$ cat config.mk
export PLATFORM = sky130hd
export DESIGN_NAME = divider_datapath
export DESIGN_NICKNAME = d
export VERILOG_FILES = /design/src/rtl/divider_pkg.sv /design/src/rtl/divider_addsub.sv /design/src/rtl/divider_datapath.sv
export SDC_FILE = /design/constraint.sdc
export NUM_CORES = 1
export LEC_CHECK = 0
export ABC_AREA = 1
export CORE_ASPECT_RATIO = 0.75
export CORE_UTILIZATION = 40
export CTS_CLUSTER_SIZE = 40
export DETAILED_ROUTE_END_ITERATION = 8
export PLACE_DENSITY = 0.71
export SLEW_MARGIN = 5
export SYNTH_ARGS = -nofsm -noshare
export SYNTH_HDL_FRONTEND = slang
export SYNTH_SLANG_ARGS = --single-unit
$ cat constraint.sdc
create_clock -name clk -period 3.8 [get_ports clk]
set_clock_uncertainty 0.05 [all_clocks]
set_input_delay 0.76 -clock clk [delete_from_list [all_inputs] [get_ports clk]]
set_output_delay 0.76 -clock clk [all_outputs]
set_load 0.01 [all_outputs]
$ cat src/rtl/divider_pkg.sv
// Shared constants for the sequential non-restoring divider: default width and
// the controller-to-datapath operand select encoding.
package divider_pkg;

  localparam int DIV_WIDTH = 16;

  // Operand select for the add path: +D, -D, or +0.
  localparam logic [1:0] SEL_ADD  = 2'b00;
  localparam logic [1:0] SEL_SUB  = 2'b01;
  localparam logic [1:0] SEL_ZERO = 2'b10;

endpackage

$ cat src/rtl/divider_addsub.sv
// WIDTH+1 bit adder for the partial remainder. Subtraction is done by inverting
// the zero-extended divisor and injecting a carry-in.
module divider_addsub
  import divider_pkg::*;
#(
  parameter int WIDTH = DIV_WIDTH
) (
  input  logic [WIDTH:0]   a,
  input  logic [WIDTH-1:0] d,
  input  logic [1:0]       sel,
  output logic [WIDTH:0]   sum
);

  logic [WIDTH:0] operand;
  logic           carry_in;

  always_comb begin
    operand  = '0;
    carry_in = 1'b0;
    case (sel)
      SEL_ADD: operand = {1'b0, d};
      SEL_SUB: begin
        operand  = ~{1'b0, d};
        carry_in = 1'b1;
      end
      default: operand = '0;
    endcase
  end

  // Arithmetic wraps at 2^(WIDTH+1); the remainder register is two's complement.
  assign sum = a + operand + {{WIDTH{1'b0}}, carry_in};

endmodule

$ cat src/rtl/divider_datapath.sv
// Datapath slave of the sequential non-restoring divider: remainder/quotient/divisor
// registers driven by per-cycle controller commands, plus a registered result port.
module divider_datapath
  import divider_pkg::*;
#(
  parameter int WIDTH = DIV_WIDTH
) (
  input  logic             clk,
  input  logic             reset,
  input  logic             load,
  input  logic             add,
  input  logic             shift,
  input  logic             inbit,
  input  logic [1:0]       sel,
  input  logic             valid,
  input  logic [WIDTH-1:0] dividend,
  input  logic [WIDTH-1:0] divisor,
  output logic             sign,
  output logic [WIDTH-1:0] quotient,
  output logic [WIDTH-1:0] remainder,
  output logic             result_valid
);

  logic [WIDTH:0]   r_q;
  logic [WIDTH-1:0] q_q;
  logic [WIDTH-1:0] d_q;

  logic [WIDTH:0]   r_next;
  logic [WIDTH-1:0] q_next;
  logic [WIDTH-1:0] d_next;
  logic [WIDTH:0]   shifted;
  logic [WIDTH:0]   add_a;
  logic [WIDTH:0]   add_sum;

  // The adder sees the shifted remainder when shift and add coincide.
  assign shifted = {r_q[WIDTH-1:0], q_q[WIDTH-1]};
  assign add_a   = shift ? shifted : r_q;

  divider_addsub #(
    .WIDTH (WIDTH)
  ) u_addsub (
    .a   (add_a),
    .d   (d_q),
    .sel (sel),
    .sum (add_sum)
  );

  always_comb begin
    r_next = r_q;
    q_next = q_q;
    d_next = d_q;
    if (load) begin
      r_next = '0;
      q_next = dividend;
      d_next = divisor;
    end else begin
      if (add) begin
        r_next = add_sum;
      end else if (shift) begin
        r_next = shifted;
      end
      if (shift) begin
        q_next = {q_q[WIDTH-2:0], inbit};
      end
    end
  end

  // Result handshake: valid is a one-cycle strobe with no back-pressure. On the
  // strobe edge the pre-update Q/R are captured, and result_valid pulses for
  // exactly the following cycle; quotient/remainder then hold until the next strobe.
  always_ff @(posedge clk) begin
    if (reset) begin
      r_q          <= '0;
      q_q          <= '0;
      d_q          <= '0;
      quotient     <= '0;
      remainder    <= '0;
      result_valid <= 1'b0;
    end else begin
      r_q          <= r_next;
      q_q          <= q_next;
      d_q          <= d_next;
      result_valid <= valid;
      if (valid) begin
        quotient  <= q_q;
        remainder <= r_q[WIDTH-1:0];
      end
    end
  end

  assign sign = r_q[WIDTH];

endmodule
# After elaboration in Yosys (flattened, before gate mapping)
# Cells that the tools add are included.
dict set report classes {
  bitwise_logic 1
  shift 0
  addsub 2
  multipliers 0
  muxes 6
  n_reduce_logical 3
  eq_ne 1
  n_div 0
  order_cmp 0
}
# cell n
set op_table {}
lappend op_table {{$mux W17} 2}
lappend op_table {{$pmux W17 S2} 1}
lappend op_table {{$mux W16} 2}
lappend op_table {{$add A17 B1 Y17} 1}
lappend op_table {{$add A17 B17 Y17} 1}
lappend op_table {{$not A16 Y17} 1}
lappend op_table {{$eq A2 B1 Y1 const B} 1}
lappend op_table {{$logic_not A2 Y1} 1}
lappend op_table {{$reduce_bool A2 Y1} 1}
lappend op_table {{$reduce_or A2 Y1} 1}
lappend op_table {{$mux W1} 1}
dict set report word_totals {
  mem_count 0
  in_bits 41
  out_inout_bits 34
  elab_cells 19
  mem_bits_ro 0
  latch_bits 0
  ramBits 0
  reg_bits 82
}

# Logic depth before layout (Yosys ltp)
# Gate-level depths: netlist of the first run.
dict set report logic_depth {
  ltp_word 5
  ltp_mapped 18
  depth_no_buf 17
}

# Cells and area by module
# A second synthesis of the first run with hierarchy kept.
dict set report unflattened {
  hier_cells 731
  hier_area_um2 4588.2
}
# mod instances area_each_um2 seq_area_each_um2 cells_each
set by_module_without_submodules {}
lappend by_module_without_submodules {divider_datapath 1 3412.0 1641.6 495}
lappend by_module_without_submodules {divider_addsub 1 1176.1 0.0 236}

# Worst setup path after synthesis of the first run
# Ideal clock, no wire load.
dict set report synth_timing {
  path_kind {input-to-reg}
  startpoint {in shift}
  endpoint {reg r_q[12]}
  path_slack_ps 886
  required_ps 3641
  setup_ps 109
  arrival_time_ps 2755
  n_path_buf 2
  cell_stages 16
  cell_sequence {buf_6 -> buf_2 -> o21ai_0 -> inv_1 -> fa_1 -> fa_1 -> inv_1 -> nand2_1 -> nand2_1 -> nand3_1 -> nand2_1 -> nand2_1 -> nand3_1 -> nand3_1 -> nand2_1 -> inv_1}
}
dict set report synth_via {
  elab_chain_len 4
}
# item line
set synth_lines {}
lappend synth_lines {{start, declared} divider_datapath.sv:12} ;# input logic shift,
lappend synth_lines {{$mux W17 (*)} -}
lappend synth_lines {{$add A17 B17 Y17} divider_addsub.sv:31} ;# assign sum = a + operand + {{WIDTH{1'b0}}, carry_in};
lappend synth_lines {{$add A17 B1 Y17} divider_addsub.sv:31}
lappend synth_lines {{$mux W17 (*)} divider_datapath.sv:57} ;# if (add) begin
lappend synth_lines {{end signal, assigned} divider_datapath.sv:80} ;# r_q <= r_next;
lappend synth_lines {{end, declared} divider_datapath.sv:24} ;# logic [WIDTH:0] r_q;
# Mark *: on every way between the ends. The rest lies on a longest branch, timed or not.
# A chain may end at the register's enable or synchronous reset.

# Worst setup path after layout of the first run
dict set report layout_timing {
  startpoint {in sel[0]}
  endpoint {reg r_q[13]}
}
dict set report layout_via {
  elab_chain_len 5
}
# item line
set layout_lines {}
lappend layout_lines {{start, declared} divider_datapath.sv:14} ;# input logic [1:0] sel,
lappend layout_lines {{$eq A2 B1 Y1 or $logic_not A2 Y1 (tied branches)} divider_addsub.sv:20} ;# case (sel)
lappend layout_lines {{$pmux W17 S2} divider_addsub.sv:20}
lappend layout_lines {{$add A17 B17 Y17} divider_addsub.sv:31}
lappend layout_lines {{$add A17 B1 Y17 (*)} divider_addsub.sv:31}
lappend layout_lines {{$mux W17 (*)} divider_datapath.sv:57}
# Marked as above.

==> results of run 1 <==
-- layout make-up --
class / instances / area (um^2)
clock buffers: 12 / 267
clock inverters: 4 / 33.8
fillers: 1029 / 5000
inverters: 101 / 382
multi-input cells: 446 / 2200
flip-flops and latches: 82 / 1640
well taps: 136 / 170
repair buffers: 81 / 793
-- metal layers --
layer	track usage [%]	vias to the layer above	wire, um
met4	4.92	0	78
met2	31.8	170	5140
li1	-	2241	-
met3	4.93	7	821
met1	32.4	1986	5870
met5	0	-	0
-- power breakdown --
| part | total [mW] | switching, mW | internal [mW] |
|---|---|---|---|
| Clock | 0.857 | 0.356 | 0.501 |
| Sequential | 0.950 | 0.0338 | 0.917 |
| Combinational | 0.389 | 0.224 | 0.166 |
-- cells by family after synthesis --
group           Yosys count  synth area share [%]
xor+xnor                  3                 0.769
fa+ha+maj                17                  5.18
flops                    82                  37.4
compound gates          145                  18.5
simple gates            281                  25.7
buf+inv                 132                  12.5
-- placed cells by master (no fill, tap or decap), types with 4 or more instances in the layout --
cell	n
nand2_1	144
inv_1	98
nor2_1	90
o21ai_0	83
dfxtp_1	82
clkdlybuf4s50_1	74
a21oi_1	25
nand3_1	24
o221ai_1	17
ha_1	15
nor3_1	14
clkbuf_16	9
a31oi_1	8
o21ai_1	7
buf_4	7
o211ai_1	4
-- flip-flops by register name, indices dropped and copies added (netlist names) --
name          flops
remainder        16
r_q              17
d_q              16
q_q              16
quotient         16
result_valid      1
-- worst paths after layout --
path	from	endpoint	cells after the start
worst max register to register	r_q[0]	r_q[12]	15
worst max-delay path	sel[0]	r_q[13]	15
worst min register to register	q_q[12]	quotient[12]	2
worst min-delay path	q_q[12]	quotient[12]	2
-- per-stage QoR --
step | instances | area (um^2) | power [mW]
detailed placement | 846 | 5190 | 1.35
CTS | 862 | 5490 | 2.21
global route | 862 | 5490 | 2.30
global placement | 846 | 5190 | 1.34
floorplan | 660 | 4390 | 1.20
finish | 862 | 5490 | 2.20
-- worst max-delay path: cells and delay by family --
kind,cells,cell delay (ns)
AND/OR/NAND/NOR,8,0.71
buffers and inverters,4,0.79
adder cells (fa/ha/maj),1,0.40
AO/OA/AOI/OAI,2,0.67
==> summary.md, run 1 <==
The run gives 0 as the number of cells upsized or downsized after cts. By count the netlist is led by nand2_1, inv_1, nor2_1. The largest single stage delay on the critical path is 0.51 ns. Clock tree synthesis selected as its root buffer the cell clkbuf_16. The synthesized netlist contains 30 unique library cells. In this run the post-CTS setup repair buffer count came out at 0.

In this run the worst path has a maximum fanout of 17. After synthesis, the share of flip-flops with an asynchronous set or reset is 0%. Setup repair after global routing left no endpoint under its margin. The final-report hold violation count is 0, and the measured slew at the worst slew-check pin is 1.20 ns.

Share of cells above drive strength 1: 4.13%. Setup violations remaining at the end of the flow were counted as 0. The clock tree synthesis step divided the H-tree into 3 levels. After layout, the worst path uses 82.7% of the clock period. The area added between synthesis and finish came out at 24.9%.

The synthesized netlist cell count was 660. The tools report the tightest hold margin as 0.425 ns. The total wirelength of the detailed-routed design is 11.9 mm.

For the all-layer global routing usage, the log shows 21.9%. At the end of the flow, the number of nets in the layout was 779. The min-delay analysis places its worst path in the category register to register.

Clock latency on the worst-skew pair, taken at its later pin, is 0.34 ns. Overall die height: 92.8 um. The mapped netlist covers 4390 um^2.

Entering global routing, the biggest net connects 65 pins. The worst pin sits at a relative slew slack of 19.7%. Iteration count of the initial detailed-routing pass: 5.

The clock period minus final worst setup slack was 3.14 ns. For the clock sink count, the log shows 82. STA classifies the critical path endpoint as a register. Once detailed placement completed, the half-perimeter wirelength came to 8.57 mm. The routed layout has 4,404 vias. The violation count after the first detailed-route iteration was 437. Among the stages of the critical path, the cell type that occurs most often is nand2_1. The area enclosed by the die boundary is 11,400 um^2. Counting flops and latches in the post-synthesis netlist gives 82. The count of standard-cell rows is 32. Critical path arrival: 3.33 ns.

The logs give 0 for the count of synthesis-stage warnings from yosys and 0 for the number of nets with antenna violations after detailed routing. In this run the deepest clock path goes through 2 buffers. Setup slack on the worst reg-to-reg path comes out at 1.25 ns. The number of hold buffers added after cts is 0, and the max-cap check violation count is 0. The final worst slack is 0.659 ns, and the CTS buffer count is 9.

Buffers placed on the I/O ports in this run total 74. The routability congestion estimate from global placement came out at 0.907. The run gives 0 as the total global routing overflow. The worst setup path is of the input port to register kind. After detailed routing, the number of remaining DRC violations is 0.

The final-report max-slew violation count came out at 0. Power spread over the standard cell area amounts to 400 nW/um^2. The synthesized design spends more area on one cell type than any other, namely dfxtp_1. VDD sags by at most 0.000203 V. The number of vias per cell was 5.11.

Static timing analysis puts the maximum clock frequency at 318 MHz. After synthesis, the cell types taking the most area are dfxtp_1, nand2_1, o21ai_0. For the initial antenna violation count, the log shows 0. STA classifies the critical path startpoint as an input port. The mean routed wirelength per cell was 13.8 um. The tools report the minimum setup slack after placement as 0.398 ns. The slowest stage of the critical path is the o21ai_0 cell. The sum of negative setup slack was 0 ns; the CTS clock-pin slew for the worst setup and hold paths was 0.06 ns. Yosys mapped a number of flops with a built-in enable equal to 0. Net count of the mapped netlist: 718. The run gives 3,945 as the number of global-route vias before repair.

The die span in x works out to 123 um. In this run the static leakage power is 2.60 nW. The critical path goes through clkdlybuf4s50_1 > nand2_1 > buf_4 > o21ai_0 > ha_1 > nand2_1 > inv_1 > nand2_1 > nand2_1 > a21oi_1 > nand2_1 > nand2_1 > nand3_1 > nand2_1 > inv_1.

The run finished with clean final reports. The mean post-synth cell area works out to 6.66 um^2. For the share of the core filled with cells in the final layout, the log shows 52.3%. The share of Yosys cell area claimed by the top area cell type was 37.4%.

Among all flip-flop cells after synthesis, the most frequent one is dfxtp_1. Count of inserted antenna diode cells: 0. TritonCTS built the clock tree.

The sequential element share of the synthesized area was 37.4%; the effective utilization at floorplan was 41.9%. The area of the core region was 10,500 um^2; the data required time at the worst endpoint was 3.99 ns. Top-level I/O count: 75. The most common cell in the synthesized netlist is nand2_1.

The first global-routing pass estimated 19.3 mm of wire.
(Power assumes the default switching activity.)
==> run 2, diff against run 1 <==
- PLACE_DENSITY: 0.71 -> 0.73
- clock period: 3.8 -> 2.7 ns (I/O delays scaled with it)
==> summary.md, run 2 (synthesis results as in run 1) <==
The flow ran to the end, and the final reports show no timing, DRC or antenna violations. The tools report the setup violation total in the final timing report as 0. The die covers 11,400 um^2. In the layout the commonest cells are nand2_1, inv_1, nor2_1, dfxtp_1, o21ai_0. The worst setup path is captured at a register. For the layout net count, the log shows 826. The register containing the most flip-flops in the final layout is r_q.

After detailed routing, the number of remaining DRC violations is 0. The effective utilization at floorplan is 41.9%, and the final-report hold violation count is 0. Busiest metal layer after global routing: met2. The all-layer global routing usage is 21.6%, and the maximum achievable frequency is 411 MHz.

Global routing consumed, on the met2 layer, 33.5% of the routing resources. The count of buffers inserted at the top-level ports was 74; the first-pass GRT wire length was 19.2 mm. The number of nets with antenna violations after detailed routing was 0.

The clock period minus final worst setup slack works out to 2.43 ns. In this run the standard cell core region covers 10,500 um^2. Entering global routing, the biggest net connects 47 pins.

For the final-report max-slew violation count, the log shows 0. The design draws 3.24 mW. For this design the static power due to leakage is 2.90 nW. The maximum fanout encountered on the critical timing path came out at 14.

The clock sink count came out at 82. The area added between synthesis and finish was 37.4%. The die is 92.8 um tall. The setup check on the worst reg-to-reg path leaves a slack of 0.41 ns. STA puts the critical path data arrival time at 2.61 ns. The largest stage delay on the critical path came out at 0.35 ns. The tree is rooted in a clkbuf_16. For this run, global-route usage on met3 was measured as 5.42%.

Cells with a size suffix above 1 make up 14.0% of the layout. Traced cell by cell, the critical path runs through dlygate4sd2_1 > buf_6 > inv_4 > o21ai_0 > ha_1 > nand2_1 > inv_1 > a21oi_1 > nand2_2 > nand2_2 > nand2_1 > nand2_1 > nand3_2 > nand2_1 > inv_1. The number of global-route vias before repair was 4,058; the number of hold buffers added after cts was 0.

In the global route stage, met1 resource usage came out at 30.1%. The HPWL after detailed placement is 9.05 mm. The die span in x is 123 um.

Setup total negative slack on the finished layout was measured at 0 ns. The path class of the tightest hold or removal check is register to register. The most common library cell in the layout ignoring fill and taps is nand2_1. The worst-case headroom to the max-slew limit came out at 59.0%.

The mean routed wirelength per cell was 13.7 um. For this design the ratio of total power to cell area is 537 nW/um^2. Dividing the detail-routed via count by the number of cells gives 5.00. The run gives 75 as the top-level I/O count. Total global routing overflow: 0.

For the pin with the worst max-slew slack, the measured transition is 0.611 ns. Setup repair after global routing left no endpoint under its margin. The initialized floorplan defines 32 standard-cell rows. Iteration count of the initial detailed-routing pass: 8. The number of vias in the routed layout came out at 4,542.

For the initial antenna violation count, the log shows 0. TritonCTS built the clock tree. Dividing the final minimum period by the clock period gives 90.1%. Routability congestion estimate from global placement: 0.845.

The slowest cell on the critical path was ha_1. The clock tree synthesis step divided the H-tree into 3 levels. For the worst-skew pair, the clock arrives at the later sink with an insertion delay of 0.33 ns.

The largest buffer count on any clock path was 2. The worst setup path is launched from an input port. The cell type with the highest occurrence count on the critical path was nand2_1. The CTS clock-pin slew for the worst setup and hold paths was 0.06 ns; the total wirelength of the detailed-routed design was 12.4 mm. The CTS buffer count is 9, and the max-cap check violation count is 0. The count of inserted antenna diode cells was 0.

The setup path with the least slack is of type input port to register. STA puts the critical path data required time at 2.88 ns. The largest voltage drop on the vdd net is 0.000408 V, and the violation count after the first detailed-route iteration is 320. Flip-flop count of the largest register, all copies and words added: 17.
## run 2: worst paths after layout
path	cells after the start	to	startpoint
setup / recovery	15	r_q[16]	shift
hold / removal	2	quotient[11]	q_q[11]
setup reg to reg	15	r_q[12]	r_q[0]
hold reg to reg	2	quotient[11]	q_q[11]
## run 2: report_power, final
part	total, mW	internal [mW]	switching, mW
Sequential	1.34	1.29	0.0507
Clock	1.24	0.771	0.473
Combinational	0.657	0.313	0.344
Total	3.24	2.37	0.867
## run 2: cell type report
type | instances | area, um^2
timing repair buffer | 128 | 1180
multi-input combinational | 446 | 2360
clock buffer | 13 | 260
fill | 1002 | 4450
clock inverter | 3 | 46.3
sequential | 82 | 1640
tap | 136 | 170
inverter | 101 | 382
## run 2: layer usage
layer,vias to the layer above,wire length (um)
li1,2333,-
met1,2065,6080
met2,134,5590
met3,10,671
met4,0,97
met5,-,0
## run 2: timing repair
| action | in CTS | in global routing |
|---|---|---|
| pin swaps | 0 | 10 |
| setup buffers | 0 | 4 |
| endpoints found under the setup margin | 9 | 10 |
| cloned | 0 | 0 |
| resized for setup | 6 | 40 |
## run 2: critical path, delay by kind of cell
family	cells	cell delay (ns)
compound gates	2	0.54
fa+ha+maj	1	0.35
buf+inv	5	0.63
simple gates	7	0.56
## run 2: per-stage QoR
step | cell area, um^2 | setup WS (ns) | hold slack (ns) | util [%] | instances
final | 6040 | 0.268 | 0.424 | 57.6 | 909
after global routing | 6040 | 0.0323 | 0.451 | 57.6 | 909
after CTS | 5850 | 0.0218 | 0.427 | 55.8 | 905
after detailed placement | 5540 | -0.434 | 0.418 | 52.8 | 889
after global placement | 5540 | -0.365 | 0.412 | 52.8 | 889
after floorplan | 4390 | 0.00595 | 0.394 | - | 660
==> RTL change (flow settings as in run 2) <==
`DIV_WIDTH`: 16 -> 24.
--- a/src/rtl/divider_pkg.sv
+++ b/src/rtl/divider_pkg.sv
@@ -2,7 +2,7 @@
 // the controller-to-datapath operand select encoding.
 package divider_pkg;
 
-  localparam int DIV_WIDTH = 16;
+  localparam int DIV_WIDTH = 24;
 
   // Operand select for the add path: +D, -D, or +0.
   localparam logic [1:0] SEL_ADD  = 2'b00;
Ports: changed (resized dividend, divisor, quotient and remainder); port bits go from 75 to 107. No check against the original RTL was run, so the function may have changed too.
==> RTL change against run 2 <==
- worst setup slack worse by 0.073 ns
- sequential cell count increased by 40
- routed wire length is 57% higher
- fmax decreased by 2.9%
- cell area is 51% higher
- register-to-register slack worse by 0.10 ns
- largest power group is now the clock network
- area after synthesis increased by 51%
- power rose by 59%
==> RTL change: results (changes against run 2) <==
Status = finished, final reports clean
Placed Area = 8569 µm² (+55%)
Crit path max-delay family = simple AND/OR/NAND/NOR gates
GPL Wtd Cong = 0.8902 (+5.4%)
Unique cell type count in the Yosys netlist = 33 (+10%)
Post-CTS Resized = 5 (-1)
Mux cell area share after synthesis = 0% (unchanged)
Area used by multi-input combinational logic = 3560 µm² (+51%)
GRT Util Overall = 23.69% (+2.0 points)
Share of post-route cells with drive strength above 1 = 14.89% (+0.91 points)
R2r setup slk = 0.31 ns (-0.10 ns)
CP arrival = 2.76 ns (+0.15 ns)
HPWL Detailed = 14,590 µm (+61%)
Seq area share = 26.71% (-0.48 points)
Cts bufs inserted = 17 (+8)
Largest net degree at the start of global routing = 97 (+110%)
Post-synthesis sequential area ratio = 36.74% (-0.62 points)
Peak supply drop = 0.4483 mV (+10%)
H-tree depth = 4 (+1)
DP Cell Count = 1,367 (+54%)
Synth Area in Adders = 4.818% (-0.36 points)
Max reg flops = 25 (+8)
Mapped Nets = 1,084 (+51%)
DRT Wirelength = 19,490 µm (+57%)
Non-clock buffers = 206 (+61%)
Static leakage = 0.004382 µW (+51%)
First-pass GRT wire length = 32,010 µm (+67%)
Hold Startpoint = r_q[6]$_SDFF_PP0_
Logic inverters = 121 (+20%)
XOR/XNOR Fraction of Synth Area = 1.713% (+0.94 points)
Vias in the first global route = 6,358 (+57%)
Most instantiated cells after synthesis = 195 x nand2_1, 173 x nor2_1, 144 x o21ai_0
Non-clock buffer share of cell area = 20.28% (+0.76 points)
Clock Network Area Fraction = 6.253% (+1.2 points)
Pre-CTS setup slack = -0.6713 ns (-0.2371 ns)
FF-to-FF path depth = 18 (+3)
Setup crit start = sel[0]
Worst hold slack = 0.4365 ns (+0.01288 ns)
IO buf count = 106 (+43%)
Switching power = 1540 µW (+78%)
CP max stage cell = fa_2
Syn Inst Count = 1,002 (+52%)
Fin util = 56.75% (-0.82 points)
Routed WL per cell = 13.93 µm (+1.8%)
Drt first-iter violations = 495 (+55%)
Rows = 40 (+25%)
Slew @ Worst Pin = 0.6510 ns (+0.03960 ns)
Synth Area in Compound Gates = 18.18% (-0.30 points)
Post-CTS Setup Inserts = 0 (unchanged)
Layout net count = 1,258 (+52%)
Clk_lat worst skew = 0.41 ns (+0.08 ns)
Hold path endpoint = remainder[6]$_SDFFE_PP0P_
Largest cells by area after synthesis = dfxtp_1 37%, nand2_1 11%, o21ai_0 11%
Critical R2R Launch = q_q[23]$_SDFFE_PP0P_
Fill cell count = 1,531 (+53%)
Detailed Routing Iterations Pass 1 = 7 (-1)
Vias post-DR = 6,879 (+51%)
==> RTL change: changes by cell type in the layout (fill, tap and decap cells not counted), sizes merged, moves of 7 or more <==
cell,delta
ha,+9
o221ai,+7
nor3,+11
nor2,+91
buf,+47
clkdlybuf4s50,+31
inv,+30
clkbuf,+7
o21ai,+55
dfxtp,+40
nand2,+60
a21oi,+9
==> RTL change: per-layer routing <==
layer | global-route usage, % | routed length (µm)
met1 | 36.80 | 10340
met2 | 33.76 | 7764
met3 | 4.320 | 1297
met4 | 4.133 | 87
met5 | 0 | 0
==> RTL change: power by group through the flow <==
stage	registers (µW)	clock network [µW]	logic (µW)
final	1990	2190	972
after floorplan	2030	0	468
after global routing	2010	2310	1080
after global placement	2030	0	949
after detailed placement	2030	0	961
after CTS	1990	2230	967
